`src/rtl/post_spike_aer_encoder.sv`:
```
// ---------------------------------------------------------------------------
// post_spike_aer_encoder
//
// Turns parallel post-neuron spike vectors into a stream of neuron addresses
// on a 4-phase REQ/ACK AER port.
//
//   capture reg -> serializer (lowest lane first, one per cycle)
//               -> address FIFO -> AER handshake FSM -> AER_REQ/AER_ADDR
//
// Ports
//   CLK, RST         clock, synchronous active-high reset
//   SPIKE_VLD/RDY    input handshake; vector accepted when VLD && RDY
//   SPIKE_VEC        one spike bit per lane
//   SPIKE_WORD_ADDR  post-neuron SRAM word address of SPIKE_VEC
//   TSTEP_CLR        time-step boundary: clears EVT_CNT and EVT_OVF
//   AER_REQ/ACK      4-phase handshake; AER_ADDR stable while AER_REQ=1
//   FIFO_EMPTY       address FIFO empty
//   ENC_IDLE         nothing captured, nothing queued, handshake idle
//   EVT_CNT/EVT_OVF  saturating count of emitted addresses, sticky overflow
// ---------------------------------------------------------------------------
module post_spike_aer_encoder #(
  parameter int POST_NEUR_PARALLEL        = 4,
  parameter int POST_NEUR_BYTE_ADDR_WIDTH = 2,
  parameter int POST_NEUR_ADDR_WIDTH      = 10,
  parameter int AER_WIDTH                 = 12,
  parameter int FIFO_DEPTH                = 16,
  parameter int EVT_CNT_WIDTH             = 16
) (
  input  logic                                                  CLK,
  input  logic                                                  RST,
  input  logic                                                  SPIKE_VLD,
  output logic                                                  SPIKE_RDY,
  input  logic [POST_NEUR_PARALLEL-1:0]                         SPIKE_VEC,
  input  logic [POST_NEUR_ADDR_WIDTH-POST_NEUR_BYTE_ADDR_WIDTH-1:0] SPIKE_WORD_ADDR,
  input  logic                                                  TSTEP_CLR,
  output logic                                                  AER_REQ,
  input  logic                                                  AER_ACK,
  output logic [AER_WIDTH-1:0]                                  AER_ADDR,
  output logic                                                  FIFO_EMPTY,
  output logic                                                  ENC_IDLE,
  output logic [EVT_CNT_WIDTH-1:0]                              EVT_CNT,
  output logic                                                  EVT_OVF
);

  localparam int WORD_AW = POST_NEUR_ADDR_WIDTH - POST_NEUR_BYTE_ADDR_WIDTH;
  localparam int FIFO_AW = $clog2(FIFO_DEPTH);

  typedef enum logic [1:0] {
    ST_IDLE     = 2'd0,
    ST_REQ      = 2'd1,
    ST_WAIT_ACK = 2'd2
  } aer_state_t;

  // ---------------------------------------------------------------- capture
  logic [POST_NEUR_PARALLEL-1:0] cap_vec_reg;
  logic [WORD_AW-1:0]            cap_addr_reg;

  logic                                 push;
  logic                                 pop;
  logic                                 fifo_full;
  logic                                 fifo_empty;
  logic [POST_NEUR_BYTE_ADDR_WIDTH-1:0] low_lane;
  logic [POST_NEUR_ADDR_WIDTH-1:0]      push_addr;

  // The capture register doubles as the pending-bit set: it is "empty"
  // exactly when every bit has been pushed, so a zero vector never blocks.
  assign SPIKE_RDY = (cap_vec_reg == '0);

  // Priority encoder: scanning downwards leaves the lowest set lane.
  always_comb begin
    low_lane = '0;
    for (int i = POST_NEUR_PARALLEL - 1; i >= 0; i--) begin
      if (cap_vec_reg[i]) begin
        low_lane = POST_NEUR_BYTE_ADDR_WIDTH'(i);
      end
    end
  end

  assign push_addr = {cap_addr_reg, low_lane};
  // Push is gated by the registered full flag only; a same-cycle pop does
  // not make room until the next cycle.
  assign push      = (cap_vec_reg != '0) && !fifo_full;

  always_ff @(posedge CLK) begin
    if (RST) begin
      cap_vec_reg  <= '0;
      cap_addr_reg <= '0;
    end else if (SPIKE_VLD && SPIKE_RDY) begin
      cap_vec_reg  <= SPIKE_VEC;
      cap_addr_reg <= SPIKE_WORD_ADDR;
    end else if (push) begin
      // Clear the lowest set bit.
      cap_vec_reg <= cap_vec_reg & (cap_vec_reg - POST_NEUR_PARALLEL'(1));
    end
  end

  // ------------------------------------------------------------------- FIFO
  logic [POST_NEUR_ADDR_WIDTH-1:0] fifo_mem [FIFO_DEPTH];
  logic [FIFO_AW:0]                wr_ptr_reg;
  logic [FIFO_AW:0]                rd_ptr_reg;

  // Extra pointer bit distinguishes full from empty when the indices match.
  assign fifo_empty = (wr_ptr_reg == rd_ptr_reg);
  assign fifo_full  = (wr_ptr_reg[FIFO_AW] != rd_ptr_reg[FIFO_AW]) &&
                      (wr_ptr_reg[FIFO_AW-1:0] == rd_ptr_reg[FIFO_AW-1:0]);
  assign FIFO_EMPTY = fifo_empty;

  always_ff @(posedge CLK) begin
    if (push) begin
      fifo_mem[wr_ptr_reg[FIFO_AW-1:0]] <= push_addr;
    end
  end

  always_ff @(posedge CLK) begin
    if (RST) begin
      wr_ptr_reg <= '0;
      rd_ptr_reg <= '0;
    end else begin
      if (push) begin
        wr_ptr_reg <= wr_ptr_reg + (FIFO_AW + 1)'(1);
      end
      if (pop) begin
        rd_ptr_reg <= rd_ptr_reg + (FIFO_AW + 1)'(1);
      end
    end
  end

  // --------------------------------------------------------------- AER FSM
  aer_state_t                state_reg;
  logic                      aer_req_reg;
  logic [AER_WIDTH-1:0]      aer_addr_reg;
  logic [EVT_CNT_WIDTH-1:0]  evt_cnt_reg;
  logic                      evt_ovf_reg;
  logic                      evt_done;

  assign pop      = (state_reg == ST_IDLE) && !fifo_empty;
  assign evt_done = (state_reg == ST_REQ) && AER_ACK;

  always_ff @(posedge CLK) begin
    if (RST) begin
      state_reg    <= ST_IDLE;
      aer_req_reg  <= 1'b0;
      aer_addr_reg <= '0;
      evt_cnt_reg  <= '0;
      evt_ovf_reg  <= 1'b0;
    end else begin
      case (state_reg)
        ST_IDLE: begin
          if (!fifo_empty) begin
            // Head is captured straight into the output register.
            aer_addr_reg <= AER_WIDTH'(fifo_mem[rd_ptr_reg[FIFO_AW-1:0]]);
            aer_req_reg  <= 1'b1;
            state_reg    <= ST_REQ;
          end
        end
        ST_REQ: begin
          if (AER_ACK) begin
            aer_req_reg <= 1'b0;
            state_reg   <= ST_WAIT_ACK;
          end
        end
        ST_WAIT_ACK: begin
          if (!AER_ACK) begin
            state_reg <= ST_IDLE;
          end
        end
        default: state_reg <= ST_IDLE;
      endcase

      // A time-step clear wins over an event completing in the same cycle.
      if (TSTEP_CLR) begin
        evt_cnt_reg <= '0;
        evt_ovf_reg <= 1'b0;
      end else if (evt_done) begin
        if (evt_cnt_reg == '1) begin
          evt_ovf_reg <= 1'b1;
        end else begin
          evt_cnt_reg <= evt_cnt_reg + EVT_CNT_WIDTH'(1);
        end
      end
    end
  end

  assign AER_REQ  = aer_req_reg;
  assign AER_ADDR = aer_addr_reg;
  assign EVT_CNT  = evt_cnt_reg;
  assign EVT_OVF  = evt_ovf_reg;
  assign ENC_IDLE = SPIKE_RDY && fifo_empty && (state_reg == ST_IDLE);

endmodule
```
`config.mk`:
```
export PLATFORM = sky130hd
export DESIGN_NAME = post_spike_aer_encoder
export DESIGN_NICKNAME = d
export VERILOG_FILES = /design/src/rtl/post_spike_aer_encoder.sv
export SDC_FILE = /design/constraint.sdc
export NUM_CORES = 1
export LEC_CHECK = 0
export BUFFER_PORTS_ARGS = -buffer_cell sky130_fd_sc_hd__clkbuf_2
export CAP_MARGIN = 15
export CORE_MARGIN = 1.5
export CORE_UTILIZATION = 40
export CTS_CLUSTER_DIAMETER = 100
export DETAILED_ROUTE_END_ITERATION = 10
export GPL_TIMING_DRIVEN = 1
export HOLD_SLACK_MARGIN = 0.15
export PLACE_DENSITY_LB_ADDON = 0.12
export SLEW_MARGIN = 20
export SYNTH_ARGS = -nofsm -noshare
export SYNTH_HDL_FRONTEND = slang
export SYNTH_SLANG_ARGS = --single-unit
export TNS_END_PERCENT = 1
```
`constraint.sdc`:
```
create_clock -name CLK -period 4 [get_ports CLK]
set_input_delay 0.8 -clock CLK [delete_from_list [all_inputs] [get_ports CLK]]
set_output_delay 0.8 -clock CLK [all_outputs]
set_load 0.02 [all_outputs]
```
==> out/metrics.csv, run 1 <==
stage;metric;value;unit
cells_and_area;P&R area growth vs syn;14.2;%
cells_and_area;Final Cell Area;9710;um2
yosys;Async SR Flop Fraction;0;%
timing;Worst-Margin Slew;0.929;ns
yosys;register area share after synthesis;68.8;%
global_routing;initial antenna violation count;0;
detailed_routing;final wirelength;19000;um
setup_path;Worst setup SP type;flip-flop;
clock_network;Num CTS Buffers;23;
yosys;top cells by area, synth;edfxtp_1 57%, dfxtp_1 12%, mux4_2 11%;
yosys;area leader, netlist;edfxtp_1;
floorplanning;Die X;149;um
global_routing;Total GRT Usage;18.0;%
place;DPL Wire Length;11500;um
status;status;finished, final reports clean;
yosys;area share of the largest cell type after synthesis;56.5;%
clock_network;postcts setup bufs;0;
setup_path;crit-path leading delay family;simple AND/OR/NAND/NOR gates;
place;worst slack, placed;1.42;ns
clock_network;CTS H-tree depth;1;
timing;Worst slew margin;38.1;%
yosys;Post-synth top flop;edfxtp_1;
setup_path;Stages on worst setup path;5;
timing;Setup Viol. Count Final;0;
job;MaxCap Viol Count;0;
detailed_routing;routed vias/inst;5.32;
min_path;hold path start;EVT_OVF;
yosys;main combinational cell family by area after synthesis;multiplexers;
timing;Hold Worst Slack;0.469;ns
yosys;mux share of post-synthesis cell area;12.4;%
setup_path;slowest CP cell;dfxtp_1;
clock_network;clock buffer depth;3;
clock_network;cts hold-fix bufs;0;
setup_path;Crit Path Category;flip-flop to primary output;
detailed_routing;drt pass-1 iters;4;
yosys;#FFs+latches synth;212;
setup_path;Crit Reg-Reg Startpoint;rd_ptr_reg[2];
timing;clock skew;0.0145;ns
floorplanning;I/O pins;50;
power;Worst VDD drop;0.261;mV
setup_path;CP Capture Type;primary output;
timing;fin crit period;3.13;ns
timing;FMAX;319;MHz
place;Placed Area;8960;um2
setup_path;Worst Path Required;3.20;ns
timing;Slew Limit Fails;0;
floorplanning;Starting Density;40.6;%
cells_and_area;commonest non-fill, non-tap cell in the layout;edfxtp_1;
timing;Fin. Hold Viols;0;
cells_and_area;ant diodes;0;
detailed_routing;Avg WL per Cell;21.7;um
clock_network;Clock Sinks;212;
detailed_routing;DRC errors left;0;
yosys;mean post-synth cell area;15.9;um2
floorplanning;Core ar.;21000;um2
setup_path;CP peak stage delay;0.50;ns
setup_path;worst endpoint data arrival time;2.33;ns
floorplanning;DIE HEIGHT;149;um
global_routing;vias in the first global route;4839;
setup_path;worst r2r path cells;4;
detailed_routing;antenna-violating nets left;0;
cells_and_area;layout net count;608;
place;routability cong.;0.762;
yosys;compound-gate portion of the synthesized area;4.58;%
timing;Final Cycle Share;78.3;%
yosys;Synth Warn #;0;
cells_and_area;max reg flops;160;
power;PD cells;589;nW/um2
cells_and_area;final core utilization;46.3;%
clock_network;clk slew on worst S/H paths;0.06;ns
power;Pleak;3.30;nW
clock_network;clk_lat worst skew;0.51;ns
yosys;number of flops mapped to enable cells by yosys;160;
yosys;Syn Inst Count;535;
setup_path;Max FO, Critical Path;8;
detailed_routing;vias;4670;
yosys;Synth Area in Simple Gates;8.58;%
global_routing;pin count of the biggest net entering global routing;44;
clock_network;TritonCTS clock tree;yes;
global_routing;first-pass GRT wire length;29300;um
global_routing;total grt overflow;0;
clock_network;Clock Tree Root;clkbuf_16;
setup_path;worst path bufs/invs;1;
min_path;HP Class;flip-flop to flip-flop;
timing;RSZ-0062 raised after global routing;no;
cells_and_area;share of layout cells above drive strength 1;23.9;%
setup_path;crit path cell chain;xnor2_1 -> and4_1 -> nand2_1 -> nor4_1 -> clkbuf_2;
yosys;post-synthesis xor/xnor area fraction;2.37;%
yosys;Post-Synth Adder-Cell Area;0.883;%
floorplanning;Die Footprint;22100;um2
timing;Setup TNS;0;ns
yosys;Yosys cell types;47;
detailed_routing;Iter 0 DRT Violations;364;
setup_path;CP Launch Point;rd_ptr_reg[2];
cells_and_area;most frequent cells in the layout;160 x edfxtp_1, 50 x dfxtp_1, 47 x clkbuf_2;
clock_network;CTS-repair resized insts;0;
yosys;Synth Cell Area;8500;um2
min_path;Hold Path Cell Cnt;2;
floorplanning;Std-Cell Rows;53;
place;input/output buffers;47;
cells_and_area;Filler cells;1885;
timing;Final WS setup;0.868;ns
[power breakdown]
group / switching (mW) / internal [mW]
combinational: 0.606 / 0.471
clock: 0.842 / 1.20
sequential: 0.0956 / 2.49
[metal layers]
metal	up-vias	global-route usage, %	part of all wire, %	wire [um]
li1	2164	-	-	-
met1	2378	24.8	45	8600
met2	92	29.5	49	9260
met3	36	2.87	3.8	723
met4	0	5.54	2.4	456
met5	-	0	0	0
[kinds of logic after synthesis]
kind of cell / count (synthesis)
compound gates: 57
xor+xnor: 23
fa+ha+maj: 6
buf+inv: 36
flops: 212
mux: 55
other cells: 1
simple gates: 145
[layout make-up]
cell class                      instances  area (um2)  share of cell area [%]
Timing Repair Buffer                   54         288                    2.97
Clock inverter                         11        90.1                   0.928
Clock buffer                           31         647                    6.66
Tap cell                              275         344                    3.55
Multi-Input combinational cell        288        2470                    25.4
Inverter                                6        22.5                   0.232
Sequential cell                       212        5850                    60.3
[Yosys cell counts, types with 2 or more instances]
cell type	instances
nor4_1	4
nor3b_1	2
o21ai_0	2
and4_1	2
inv_1	6
nand4_1	8
nand3_1	8
clkbuf_1	12
nand3b_1	2
dfxtp_1	52
buf_4	11
nor2_1	43
mux2i_1	14
and2_1	3
ha_1	6
nor3_1	9
and3_1	15
a21oi_1	23
a311oi_1	2
mux4_2	40
a31oi_1	2
nor2b_1	7
xnor2_1	20
xor2_1	3
edfxtp_1	160
a22oi_1	21
nand2_1	35
buf_2	4
[metrics by stage]
| stage | power [mW] | instances |
|---|---|---|
| 2_1_floorplan | 3.49 | 536 |
| 3_3_place_gp | 3.73 | 835 |
| 3_5_place_dp | 3.74 | 835 |
| 4_1_cts | 5.80 | 877 |
| 5_1_grt | 5.96 | 877 |
| 6_report | 5.71 | 877 |
[worst reg2reg max path, stage by stage, from the launching register on]
cell	delay, ns
dfxtp_1	0.50
xnor2_1	0.14
and4_1	0.35
a21oi_4	0.39
and3_1	0.75
[final timing paths]
kind	slack, ns	end
max	0.87	ENC_IDLE
min	0.47	EVT_OVF
max reg2reg	1.49	fifo_mem[4][6]
min reg2reg	0.47	EVT_OVF
Power figures use the tool's default switching activity.
==> run 2: changes to the inputs <==
--- a/config.mk
+++ b/config.mk
@@ -5,6 +5,7 @@
 export SDC_FILE = /design/constraint.sdc
 export NUM_CORES = 1
 export LEC_CHECK = 0
+export ABC_AREA = 1
 export BUFFER_PORTS_ARGS = -buffer_cell sky130_fd_sc_hd__clkbuf_2
 export CAP_MARGIN = 15
 export CORE_MARGIN = 1.5
==> constraint.sdc (replaced) <==
create_clock -name CLK -period 2.55 [get_ports CLK]
set_input_delay 0.51 -clock CLK [delete_from_list [all_inputs] [get_ports CLK]]
set_output_delay 0.51 -clock CLK [all_outputs]
set_load 0.02 [all_outputs]
==> run 2 against run 1 <==
Cell count rose by 45%. Area after synthesis increased by 7.3%. Register-to-register slack got worse by 0.97 ns. Highest routed layer unchanged. Largest power group unchanged. Total power increased by 66%. Via count grew 33%. Sequential power increased by 58%.
==> out/metrics.csv, run 2 <==
stage;metric;value;unit;change
timing;Slew Limit Fails;0;;unchanged
yosys;Syn Inst Count;912;;was 535
setup_path;Crit Path Category;flip-flop to primary output;;unchanged
setup_path;CP Launch Point;wr_ptr_reg[1];;was rd_ptr_reg[2]
setup_path;crit-path leading delay family;simple AND/OR/NAND/NOR gates;;unchanged
yosys;register area share after synthesis;64.1;%;was 68.8%
clock_network;CTS H-tree depth;1;;unchanged
cells_and_area;share of layout cells above drive strength 1;14.9;%;was 23.9%
setup_path;worst endpoint data arrival time;1.85;ns;was 2.33 ns
timing;clock skew;0.0207;ns;was 0.0145 ns
global_routing;GR Layer Usage met2;30.7;%;was 29.5%
detailed_routing;drt pass-1 iters;5;;was 4
global_routing;initial antenna violation count;0;;unchanged
power;Worst VDD drop;0.556;mV;was 0.261 mV
setup_path;worst path bufs/invs;2;;was 1
setup_path;Crit Reg-Reg Startpoint;rd_ptr_reg[4];;was rd_ptr_reg[2]
detailed_routing;antenna-violating nets left;0;;unchanged
yosys;number of flops mapped to enable cells by yosys;160;;unchanged
power;Pleak;3.97;nW;was 3.30 nW
yosys;top cells by area, synth;edfxtp_1 53%, dfxtp_1 11%, nand2_1 8.7%;;was edfxtp_1 57%, dfxtp_1 12%, mux4_2 11%
cells_and_area;most frequent cells in the layout;212 x nand2_1, 167 x nor2_1, 160 x edfxtp_1;;was 160 x edfxtp_1, 50 x dfxtp_1, 47 x clkbuf_2
power;share of power burned in registers;43.1;%;was 45.3%
cells_and_area;max reg flops;160;;unchanged
timing;Worst-Margin Slew;0.767;ns;was 0.929 ns
timing;fin crit period;2.36;ns;
detailed_routing;vias;6216;;was 4670
min_path;HP Class;input pin to flip-flop;;was flip-flop to flip-flop
yosys;top cells by count, synth;212 x nand2_1, 167 x nor2_1, 160 x edfxtp_1;;was 160 x edfxtp_1, 52 x dfxtp_1, 43 x nor2_1
detailed_routing;routed vias/inst;4.89;;was 5.32
detailed_routing;DRC errors left;0;;unchanged
detailed_routing;Iter 0 DRT Violations;466;;was 364
min_path;hold path start;SPIKE_WORD_ADDR[4];;was EVT_OVF
global_routing;met3 Use GR;2.54;%;was 2.87%
clock_network;clk slew on worst S/H paths;0.06;ns;about the same
yosys;Async SR Flop Fraction;0;%;unchanged
clock_network;Num CTS Buffers;24;;was 23
timing;Setup TNS;0;ns;unchanged
clock_network;Clock Tree Root;clkbuf_16;;unchanged
floorplanning;Die X;154;um;was 149 um
setup_path;CP peak stage delay;0.41;ns;was 0.50 ns
timing;FMAX;424;MHz;
job;MaxCap Viol Count;0;;unchanged
place;input/output buffers;47;;unchanged
timing;RSZ-0062 raised after global routing;no;;unchanged
timing;Final Cycle Share;92.5;%;
power;switching power share of the total;30.1;%;was 27.0%
yosys;mean post-synth cell area;10.0;um2;was 15.9 um2
yosys;Synth Cell Area;9120;um2;was 8500 um2
cells_and_area;layout net count;990;;was 608
yosys;area share of the largest cell type after synthesis;52.7;%;was 56.5%
detailed_routing;Avg WL per Cell;16.9;um;was 21.7 um
timing;Hold Worst Slack;0.214;ns;was 0.469 ns
floorplanning;Starting Density;40.5;%;was 40.6%
global_routing;vias in the first global route;6060;;was 4839
clock_network;TritonCTS clock tree;yes;;unchanged
yosys;Synth Warn #;0;;unchanged
global_routing;Total GRT Usage;18.7;%;was 18.0%
setup_path;Reg2Reg Setup Slack;0.52;ns;was 1.49 ns
min_path;Hold Path Cell Cnt;3;;was 2
global_routing;first-pass GRT wire length;34100;um;was 29300 um
cells_and_area;ant diodes;0;;unchanged
setup_path;crit path cell chain;inv_1 -> nand2_1 -> nand2_2 -> nor2_4 -> nand3_4 -> nor4_1 -> clkbuf_2;;was xnor2_1 -> and4_1 -> nand2_1 -> nor4_1 -> clkbuf_2
cells_and_area;commonest non-fill, non-tap cell in the layout;nand2_1;;was edfxtp_1
setup_path;Worst Path Required;2.04;ns;was 3.20 ns
detailed_routing;final wirelength;21400;um;was 19000 um
global_routing;total grt overflow;0;;unchanged
timing;Fin. Hold Viols;0;;unchanged
status;status;finished, final reports clean;;unchanged
yosys;Post-Synth Adder-Cell Area;0.823;%;was 0.883%
yosys;compound-gate portion of the synthesized area;9.36;%;was 4.58%
yosys;post-synthesis xor/xnor area fraction;1.54;%;was 2.37%
yosys;main combinational cell family by area after synthesis;simple AND/OR/NAND/NOR gates;;was multiplexers
clock_network;postcts setup bufs;0;;unchanged
yosys;Synth Area in Simple Gates;19.2;%;was 8.58%
timing;Worst slew margin;48.8;%;was 38.1%
global_routing;pin count of the biggest net entering global routing;84;;was 44
min_path;Worst Hold Path EP;cap_addr_reg[4];;was EVT_OVF
power;internal power;6.63;mW;was 4.17 mW
setup_path;Max FO, Critical Path;6;;was 8
yosys;Yosys cell types;34;;was 47
setup_path;r2r endpoint;fifo_mem[0][9];;was fifo_mem[4][6]
floorplanning;Die Footprint;23700;um2;was 22100 um2
yosys;#FFs+latches synth;212;;unchanged
cells_and_area;P&R area growth vs syn;15.2;%;was 14.2%
timing;Setup Viol. Count Final;0;;unchanged
power;combinational power share;20.5;%;was 18.8%
place;DPL Wire Length;13200;um;was 11500 um
global_routing;grt met1 use;26.4;%;was 24.8%
floorplanning;Std-Cell Rows;55;;was 53
clock_network;clk_lat worst skew;0.52;ns;was 0.51 ns
clock_network;clock buffer depth;3;;unchanged
setup_path;Worst setup SP type;flip-flop;;unchanged
power;Net Sw Power;2.86;mW;was 1.54 mW
floorplanning;DIE HEIGHT;154;um;was 149 um
global_routing;grt peak-use layer;met2;;unchanged
setup_path;worst r2r path cells;8;;was 4
yosys;most frequent cell after synthesis;nand2_1;;was edfxtp_1
yosys;Post-synth top flop;edfxtp_1;;unchanged
clock_network;Clock Sinks;212;;unchanged
cells_and_area;final core utilization;46.7;%;was 46.3%
setup_path;slowest CP cell;dfxtp_1;;unchanged
yosys;mux share of post-synthesis cell area;0;%;was 12.4%
setup_path;CP Capture Type;primary output;;unchanged
power;PD cells;903;nW/um2;was 589 nW/um2
floorplanning;I/O pins;50;;unchanged
yosys;area leader, netlist;edfxtp_1;;unchanged
power;Clock power frac;36.4;%;was 35.8%
floorplanning;Core ar.;22500;um2;was 21000 um2
place;routability cong.;0.799;;was 0.762
run 2: changes by cell type in the layout (fill, tap and decap cells not counted), moves of 14 or more:
cell      delta
mux4_2      -40
a21oi_1     +22
o211ai_1    +19
o21ai_0     +75
nor2_1     +126
a22oi_1     -21
and3_1      -15
xnor2_1     -14
buf_4       +17
nand3_1     +16
mux2i_1     -14
nand2_1    +177
inv_1       +34
run 2: final cells by class:
cell class,instances,area [um2]
flip-flops and latches,212,5850
inverters,48,180
clock buffers,29,651
well taps,285,357
fillers,2132,12000
repair buffers,74,475
multi-input cells,607,2840
clock inverters,15,148
run 2: worst max-delay path by stage:
stage                          end  slack (ns)  cells past startpoint
floorplan                 ENC_IDLE        0.53                      7
global placement    fifo_mem[0][6]        0.57                      8
detailed placement  fifo_mem[0][9]        0.54                      8
CTS                       ENC_IDLE        0.11                      7
global route              ENC_IDLE        0.01                      7
finish                    ENC_IDLE        0.19                      7
run 2: kinds of logic (layout without fill, tap and decap cells):
family | Yosys count | after routing
AO/OA/AOI/OAI | 156 | 156
XOR/XNOR | 16 | 16
adder cells (fa/ha/maj) | 6 | 6
buffers and inverters | 94 | 166
flip-flops | 212 | 212
other | 1 | 2
AND/OR/NAND/NOR | 427 | 427
run 2: through the flow:
stage / instances / power, mW / worst slack [ns] / instance area, um2
floorplan: 913 / 5.58 / 0.531 / 9130
global placement: 1226 / 6.14 / 0.566 / 9690
detailed placement: 1226 / 6.15 / 0.535 / 9700
CTS: 1270 / 9.60 / 0.113 / 10500
global route: 1270 / 9.98 / 0.0114 / 10500
finish: 1270 / 9.48 / 0.191 / 10500
run 2: timing repair:
action,in CTS,in global routing
gates resized for setup,0,4
hold buffers,0,0
endpoints found under the setup margin,0,1
run 2: power by group through the flow:
stage	Sequential (mW)	Clock, mW	Combinational, mW
6_report	4.09	3.45	1.94
5_1_grt	4.12	3.64	2.22
4_1_cts	4.10	3.52	1.99
3_5_place_dp	4.17	0	1.98
3_3_place_gp	4.17	0	1.98
2_1_floorplan	4.15	0	1.43
run 2: tightest hold or removal path, stage by stage:
cell and delay [ns]:
clkbuf_2 0.08, nand2_1 0.05, a21oi_1 0.05
run 2: metal layers:
layer,routed length (um),up-vias,share of wire (%)
met5,0,-,0
met4,285,0,1.3
met3,859,19,4.0
met2,10000,119,47
met1,10300,2917,48
li1,-,3161,-
